$ cat src/rtl/game_pkg.sv
// Shared types and constants for the snake game sequencer (game_tick_ctrl).
// The pause feature in game_tick_ctrl is enabled by defining SNAKE_PAUSE_EN.
package game_pkg;

    // Encodings are visible on o_state, so they are fixed explicitly.
    typedef enum logic [2:0] {
        ST_IDLE  = 3'd0,
        ST_RUN   = 3'd1,
        ST_PAUSE = 3'd2,
        ST_DEAD  = 3'd3,
        ST_OVER  = 3'd4,
        ST_WIN   = 3'd5
    } game_state_t;

    localparam int LIVES_W = 3;
    localparam int LEVEL_W = 3;

endpackage

$ cat src/rtl/game_tick_ctrl_divider.sv
// tick_divider: loadable down-counter that produces the internal game tick.
// The reload period shrinks with level and is floored at MIN_PERIOD.
module tick_divider
    import game_pkg::*;
#(
    parameter int               DIV_W       = 24,
    parameter logic [DIV_W-1:0] BASE_PERIOD = 24'd6_000_000,
    parameter logic [DIV_W-1:0] PERIOD_STEP = 24'd500_000,
    parameter logic [DIV_W-1:0] MIN_PERIOD  = 24'd1_000_000
) (
    input  logic               clk,
    input  logic               rst_n,
    input  logic               clear,
    input  logic               load,
    input  logic               en,
    input  logic [LEVEL_W-1:0] level,
    output logic               zero
);

    // Three extra bits hold level*PERIOD_STEP for any 3-bit level without overflow.
    localparam int CALC_W = DIV_W + 3;

    logic [DIV_W-1:0] count;
    logic [DIV_W-1:0] reload_val;

    // max(BASE_PERIOD - lvl*PERIOD_STEP, MIN_PERIOD) without wrapping below zero.
    function automatic logic [DIV_W-1:0] period_of(input logic [LEVEL_W-1:0] lvl);
        logic [CALC_W-1:0] base_c;
        logic [CALC_W-1:0] min_c;
        logic [CALC_W-1:0] step_c;
        logic [CALC_W-1:0] diff_c;
        base_c = CALC_W'(BASE_PERIOD);
        min_c  = CALC_W'(MIN_PERIOD);
        step_c = CALC_W'(lvl) * CALC_W'(PERIOD_STEP);
        if (step_c >= base_c) begin
            return MIN_PERIOD;
        end
        diff_c = base_c - step_c;
        return (diff_c > min_c) ? DIV_W'(diff_c) : MIN_PERIOD;
    endfunction

    // Reload value for the current level; takes effect only when the counter reloads.
    always_comb begin
        reload_val = period_of(level) - DIV_W'(1);
    end

    assign zero = en && (count == '0);

    // Down-counter: clear to the level-0 period, explicit load, or count with auto-reload.
    always_ff @(posedge clk or negedge rst_n) begin
        // NOTE: sequential state uses <= so every flop samples pre-edge values.
        if (!rst_n) begin
            count <= BASE_PERIOD - DIV_W'(1);
        end else if (clear) begin
            count <= BASE_PERIOD - DIV_W'(1);
        end else if (load) begin
            count <= reload_val;
        end else if (en) begin
            if (count == '0) begin
                count <= reload_val;
            end else begin
                count <= count - DIV_W'(1);
            end
        end
    end

endmodule

$ cat src/rtl/game_tick_ctrl.sv
// game_tick_ctrl: run/pause/life/level sequencer for the snake game.
// Issues game ticks from either an external phase toggle or the internal
// divider, keeps score, lives and the sticky failure/success flags.
// Optional: define SNAKE_PAUSE_EN to let rising edges of i_pause toggle RUN<->PAUSE.
module game_tick_ctrl
    import game_pkg::*;
#(
    parameter int               DIV_W            = 24,
    parameter logic [DIV_W-1:0] BASE_PERIOD      = 24'd6_000_000,
    parameter logic [DIV_W-1:0] PERIOD_STEP      = 24'd500_000,
    parameter logic [DIV_W-1:0] MIN_PERIOD       = 24'd1_000_000,
    parameter int               MAX_LEVEL        = 7,
    parameter int               APPLES_PER_LEVEL = 4,
    parameter int               LIVES            = 3,
    parameter int               SCORE_W          = 8
) (
    input  logic               clk,
    input  logic               rst_n,
    input  logic               i_restart,
    input  logic               i_start,
    input  logic               i_ext_phase,
    input  logic               i_phase,
    input  logic               i_pause,
    input  logic               i_ready,
    input  logic               i_tick_ack,
    input  logic               i_failure,
    input  logic               i_success,
    input  logic               i_eat,
    output logic               o_tick,
    output logic [2:0]         o_state,
    output logic [LEVEL_W-1:0] o_level,
    output logic [LIVES_W-1:0] o_lives,
    output logic [SCORE_W-1:0] o_score,
    output logic               o_round_rst,
    output logic               o_failure,
    output logic               o_success
);

    localparam int EAT_W = $clog2(APPLES_PER_LEVEL + 1);

    game_state_t        state;
    game_state_t        state_nx;
    logic               in_run;
    logic               round_go;
    logic               life_lost;
    logic               pause_rise;
    logic               div_zero;
    logic               tick_req;
    logic               phase_ref;
    logic               tick_q;
    logic               round_rst_q;
    logic               failure_q;
    logic               success_q;
    logic [LEVEL_W-1:0] level_q;
    logic [LIVES_W-1:0] lives_q;
    logic [SCORE_W-1:0] score_q;
    logic [EAT_W-1:0]   eat_cnt;

    assign in_run = (state == ST_RUN);

`ifdef SNAKE_PAUSE_EN
    logic pause_q;

    // Registered copy of i_pause for rising-edge detection.
    always_ff @(posedge clk or negedge rst_n) begin
        if (!rst_n) begin
            pause_q <= 1'b0;
        end else begin
            pause_q <= i_pause;
        end
    end

    assign pause_rise = i_pause & ~pause_q;
`else
    logic unused_pause;
    assign unused_pause = i_pause;
    assign pause_rise   = 1'b0;
`endif

    // Internal tick source; counts only while running in divider mode, so PAUSE holds it.
    tick_divider #(
        .DIV_W      (DIV_W),
        .BASE_PERIOD(BASE_PERIOD),
        .PERIOD_STEP(PERIOD_STEP),
        .MIN_PERIOD (MIN_PERIOD)
    ) u_divider (
        .clk  (clk),
        .rst_n(rst_n),
        .clear(i_restart),
        .load (round_go),
        .en   (in_run && !i_ext_phase),
        .level(level_q),
        .zero (div_zero)
    );

    // A phase edge is measured against phase_ref, which follows i_phase every cycle.
    assign tick_req = in_run && (i_ext_phase ? (i_phase != phase_ref) : div_zero);

    // State register.
    always_ff @(posedge clk or negedge rst_n) begin
        if (!rst_n) begin
            state <= ST_IDLE;
        end else begin
            state <= state_nx;
        end
    end

    // Next-state logic; success beats failure, both beat a pause request.
    always_comb begin
        // NOTE: every output gets a default first so no path infers a latch.
        state_nx  = state;
        round_go  = 1'b0;
        life_lost = 1'b0;
        case (state)
            ST_IDLE: begin
                if (i_start) state_nx = ST_RUN;
            end
            ST_RUN: begin
                if (i_success) begin
                    state_nx = ST_WIN;
                end else if (i_failure) begin
                    life_lost = 1'b1;
                    state_nx  = (lives_q <= LIVES_W'(1)) ? ST_OVER : ST_DEAD;
                end else if (pause_rise) begin
                    state_nx = ST_PAUSE;
                end
            end
            ST_PAUSE: begin
                if (pause_rise) state_nx = ST_RUN;
            end
            ST_DEAD: begin
                if (i_start) begin
                    state_nx = ST_RUN;
                    round_go = 1'b1;
                end
            end
            ST_OVER, ST_WIN: begin
                state_nx = state;
            end
            default: begin
                state_nx = ST_IDLE;
            end
        endcase
        if (i_restart) begin
            state_nx  = ST_IDLE;
            round_go  = 1'b0;
            life_lost = 1'b0;
        end
    end

    // Tick grant, lives, score/level and sticky result flags.
    always_ff @(posedge clk or negedge rst_n) begin
        if (!rst_n) begin
            // i_phase is not a constant, so async reset uses 0; it is resynced within a cycle.
            phase_ref   <= 1'b0;
            tick_q      <= 1'b0;
            round_rst_q <= 1'b0;
            failure_q   <= 1'b0;
            success_q   <= 1'b0;
            level_q     <= '0;
            lives_q     <= LIVES_W'(LIVES);
            score_q     <= '0;
            eat_cnt     <= '0;
        end else if (i_restart) begin
            phase_ref   <= i_phase;
            tick_q      <= 1'b0;
            round_rst_q <= 1'b0;
            failure_q   <= 1'b0;
            success_q   <= 1'b0;
            level_q     <= '0;
            lives_q     <= LIVES_W'(LIVES);
            score_q     <= '0;
            eat_cnt     <= '0;
        end else begin
            // Tracking every cycle both consumes the edge in RUN and avoids stale edges elsewhere.
            phase_ref   <= i_phase;
            round_rst_q <= round_go;

            // Ungranted requests are dropped, never queued; ack wins over a new request.
            if (!in_run || state_nx != ST_RUN) begin
                tick_q <= 1'b0;
            end else if (i_tick_ack) begin
                tick_q <= 1'b0;
            end else if (tick_req && i_ready && !tick_q) begin
                tick_q <= 1'b1;
            end

            if (life_lost) begin
                lives_q <= lives_q - LIVES_W'(1);
            end
            if (in_run && state_nx == ST_OVER) failure_q <= 1'b1;
            if (in_run && state_nx == ST_WIN)  success_q <= 1'b1;

            if (in_run && i_eat) begin
                if (score_q != '1) begin
                    score_q <= score_q + SCORE_W'(1);
                end
                if (eat_cnt == EAT_W'(APPLES_PER_LEVEL - 1)) begin
                    eat_cnt <= '0;
                    if (level_q < LEVEL_W'(MAX_LEVEL)) begin
                        level_q <= level_q + LEVEL_W'(1);
                    end
                end else begin
                    eat_cnt <= eat_cnt + EAT_W'(1);
                end
            end
        end
    end

    assign o_tick      = tick_q;
    assign o_state     = state;
    assign o_level     = level_q;
    assign o_lives     = lives_q;
    assign o_score     = score_q;
    assign o_round_rst = round_rst_q;
    assign o_failure   = failure_q;
    assign o_success   = success_q;

endmodule
$ cat config.mk
export PLATFORM = sky130hd
export DESIGN_NAME = game_tick_ctrl
export DESIGN_NICKNAME = d
export VERILOG_FILES = /design/src/rtl/game_pkg.sv /design/src/rtl/game_tick_ctrl_divider.sv /design/src/rtl/game_tick_ctrl.sv
export SDC_FILE = /design/constraint.sdc
export NUM_CORES = 1
export LEC_CHECK = 0
export ABC_AREA = 1
export CAP_MARGIN = 30
export CORE_UTILIZATION = 51
export DETAILED_ROUTE_END_ITERATION = 16
export GPL_TIMING_DRIVEN = 1
export PLACE_DENSITY = 0.73
export SLEW_MARGIN = 20
export SYNTH_ARGS = -nofsm -noshare
export SYNTH_HDL_FRONTEND = slang
export SYNTH_SLANG_ARGS = --single-unit
$ cat constraint.sdc
create_clock -name clk -period 3.6 [get_ports clk]
set_input_delay 0.72 -clock clk [delete_from_list [all_inputs] [get_ports clk]]
set_output_delay 0.72 -clock clk [all_outputs]
set_load 0.03 [all_outputs]
==> impl_metrics.py <==
metrics = {
    "sta": {
        "hold_viol": 0,
        "setup_violations": 0,
        "slew_headroom": 0.630,
        "fin_crit_sh": 0.934,
        "finalCriticalPeriod_ns": 3.36,
        "fin_setup_tns_ns": 0,
        "worstMarginPinSlew_ns": 0.550,
        "hold_slack_ns": 0.227,
        "fmax_mhz": 297,
        "fin_skew_ns": 0.0133,
        "rsz0062_at_grt": "no",
        "slew_violations": 0,
    },
    "routing": {
        "first_pass_iters": 5,
        "wire_per_inst_um": 13.3,
        "initialDrtViolationCount": 248,
        "wl_mm": 9.32,
        "drc": 0,
        "via_per_inst": 5.46,
        "postRouteAntennaNets": 0,
        "num_vias": 3819,
    },
    "synth": {
        "ys_top_cells_by_count": "109 x nand2_1, 84 x inv_1, 57 x nor2_1",
        "netlist.area_leader.share": 0.196,
        "synth-async-reset-ratio": 1.00,
        "synth_most_common_cell": "nand2_1",
        "synth_edf_count": 0,
        "yosysSeqAreaShare": 0.316,
        "synth_area_mm2": 0.00395,
        "synthTopCellsByArea": "dfrtp_1 20%, dfstp_2 12%, nand2_1 10%",
        "syn_nets": 590,
        "syn_avg_cell_area_um2": 7.11,
        "synth_top_cell_by_area": "dfrtp_1",
        "ys_types": 54,
        "yosysWarnings": 0,
        "synth_cells": 555,
        "ys_seq_elements": 49,
        "synth-main-ff-cell": "dfrtp_1",
    },
    "power": {
        "pwr_density_cell_mw_per_mm2": 423,
        "switching_share": 0.419,
        "internal_power_mw": 1.12,
        "clkPwrFrac": 0.220,
        "p_leak_nw": 2.14,
        "ir_drop_mv": 0.309,
        "pwr-share-comb": 0.433,
        "seq_power_share": 0.347,
        "p_switching_mw": 0.809,
    },
    "global_route": {
        "grt_max_degree": 29,
        "grt_pass1_vias": 3556,
        "antenna_found_initial": 0,
        "grt_util_all_layers": 0.240,
        "overflow": 0,
        "grt_pass1_wl_mm": 16.0,
    },
    "floorplan": {
        "fp.dieArea_mm2": 0.00810,
        "coreArea_mm2": 0.00737,
        "start_util": 0.536,
        "die_x_um": 90.0,
        "ios": 33,
        "num_rows": 31,
        "die_h_um": 90.0,
    },
    "cells_and_area": {
        "areaGrowthSynthToFinish_pct": 15.5,
        "drive_above_1_share": 0.130,
        "final_nets": 634,
        "layout.cells.non_filler": 699,
        "diodes": 0,
        "finalCoreUtilization": 0.619,
        "fin_area_mm2": 0.00456,
    },
    "placement": {
        "dpl.cell_count": 691,
        "place_congestion": 0.865,
        "place_area_mm2": 0.00444,
        "hpwl_mm": 7.30,
        "numPortBuffers": 31,
    },
    "setup_path": {
        "cp_data_arrival_time_ns": 3.62,
        "start_kind": "flip-flop",
        "path_max_fanout": 7,
        "r2r_slack_ns": 0.24,
        "endpoint_kind": "flip-flop",
        "required_ns": 3.85,
        "crit_type": "flip-flop to flip-flop",
    },
    "clock_tree": {
        "htreeDepth": 2,
        "clock_path_buffers": 2,
        "cts_root_buf": "clkbuf_8",
        "postCtsSetupBuffers": 0,
        "cts_made_buffers": 5,
        "cts_tree": "yes",
        "clock_sinks": 49,
        "clock_latency_ns": 0.32,
        "clkSlewWorstSetupHoldPaths_ns": 0.10,
    },
    "job": {
        "maxCapViolCount": 0,
    },
    "min_path": {
        "hold_path_class": "input port to asynchronous set/reset pin",
    },
    "run_status": {
        "status": "completed",
    },
}
[flip-flops by register name, indices dropped and copies added, names as in the netlist, 3 cells and up]
register	count
o_score	8
o_lives	3
u_divider.count	24
o_state	3
o_level	3
eat_cnt	3
[power by group through the flow]
stage	Clock (mW)	Combinational, mW	Sequential (mW)
floorplan	0	0.568	0.721
global placement	0	0.812	0.676
detailed placement	0	0.830	0.678
CTS	0.432	0.834	0.669
global route	0.447	0.937	0.677
finish	0.425	0.836	0.669
[placed cells by master, fill, tap and decap left out, types with 6 or more instances in the layout]
master,count
a21oi_1,29
a31oi_1,7
buf_4,12
clkdlybuf4s50_1,30
dfrtp_1,30
dfstp_2,18
ha_1,20
inv_1,84
nand2_1,109
nand2_2,6
nand3_1,46
nand4_1,14
nor2_1,57
nor3_1,11
nor3_2,7
o21ai_0,32
xor2_1,11
[routing by layer]
metal,routed length (um),up-vias,track usage
met5,0,-,0
met4,131,0,0.0632
met3,359,13,0.0271
met2,4380,90,0.396
met1,4450,1788,0.336
li1,-,1928,-
[worst paths after layout]
path,startpoint,to,depth (start not counted)
max reg2reg,o_level[1]$_DFFE_PN0P_,u_divider.count[19]$_DFFE_PN1P_,18
max in group asynchronous,rst_n,u_divider.count[10]$_DFFE_PN1P_,2
max,o_level[1]$_DFFE_PN0P_,u_divider.count[19]$_DFFE_PN1P_,18
min,rst_n,u_divider.count[7]$_DFFE_PN0P_,1
min reg2reg,u_divider.count[15]$_DFFE_PN1P_,u_divider.count[15]$_DFFE_PN1P_,2
min in group clk,u_divider.count[15]$_DFFE_PN1P_,u_divider.count[15]$_DFFE_PN1P_,2
[worst max-delay path: stages (launching register included)]
cell,delay [ns]
dfrtp_1,0.36
inv_1,0.11
fa_1,0.59
inv_2,0.08
ha_1,0.37
a21oi_1,0.24
o21a_1,0.16
nand2_1,0.11
nand4_4,0.11
nand2_1,0.07
inv_1,0.10
ha_2,0.26
nor2_1,0.08
o21ai_0,0.30
nand2_1,0.09
nand2_1,0.07
nand3_1,0.08
nand2_1,0.07
nand2_1,0.04
[metrics by stage]
step / power, mW / setup WS (ns)
floorplan: 1.29 / 0.114
global placement: 1.49 / 0.303
detailed placement: 1.51 / 0.222
CTS: 1.93 / 0.186
global route: 2.06 / 0.00606
finish: 1.93 / 0.237
[cell type report]
cell class | instances | area [um^2]
Sequential cell | 49 | 1250
Inverter | 89 | 335
Multi-Input combinational cell | 411 | 2340
Clock buffer | 5 | 68.8
Timing Repair Buffer | 43 | 395
Tap cell | 99 | 124
Clock inverter | 3 | 50.0
Fill cell | 638 | 2810
[cell families after synthesis]
group | count (synthesis) | synth area share
buffers and inverters | 95 | 0.0925
and+or+nand+nor | 278 | 0.338
adders and majority gates | 23 | 0.0767
xor gates and xnor gates | 15 | 0.0352
AOI/OAI and AO/OA | 95 | 0.141
DFF | 49 | 0.316
[timing repair]
action / CTS / global route
endpoints found under the hold margin: 0 / 0
endpoints found under the setup margin: 0 / 1
gates resized for setup: 0 / 1
hold buffers: 0 / 0
Power figures use the tool's default switching activity.
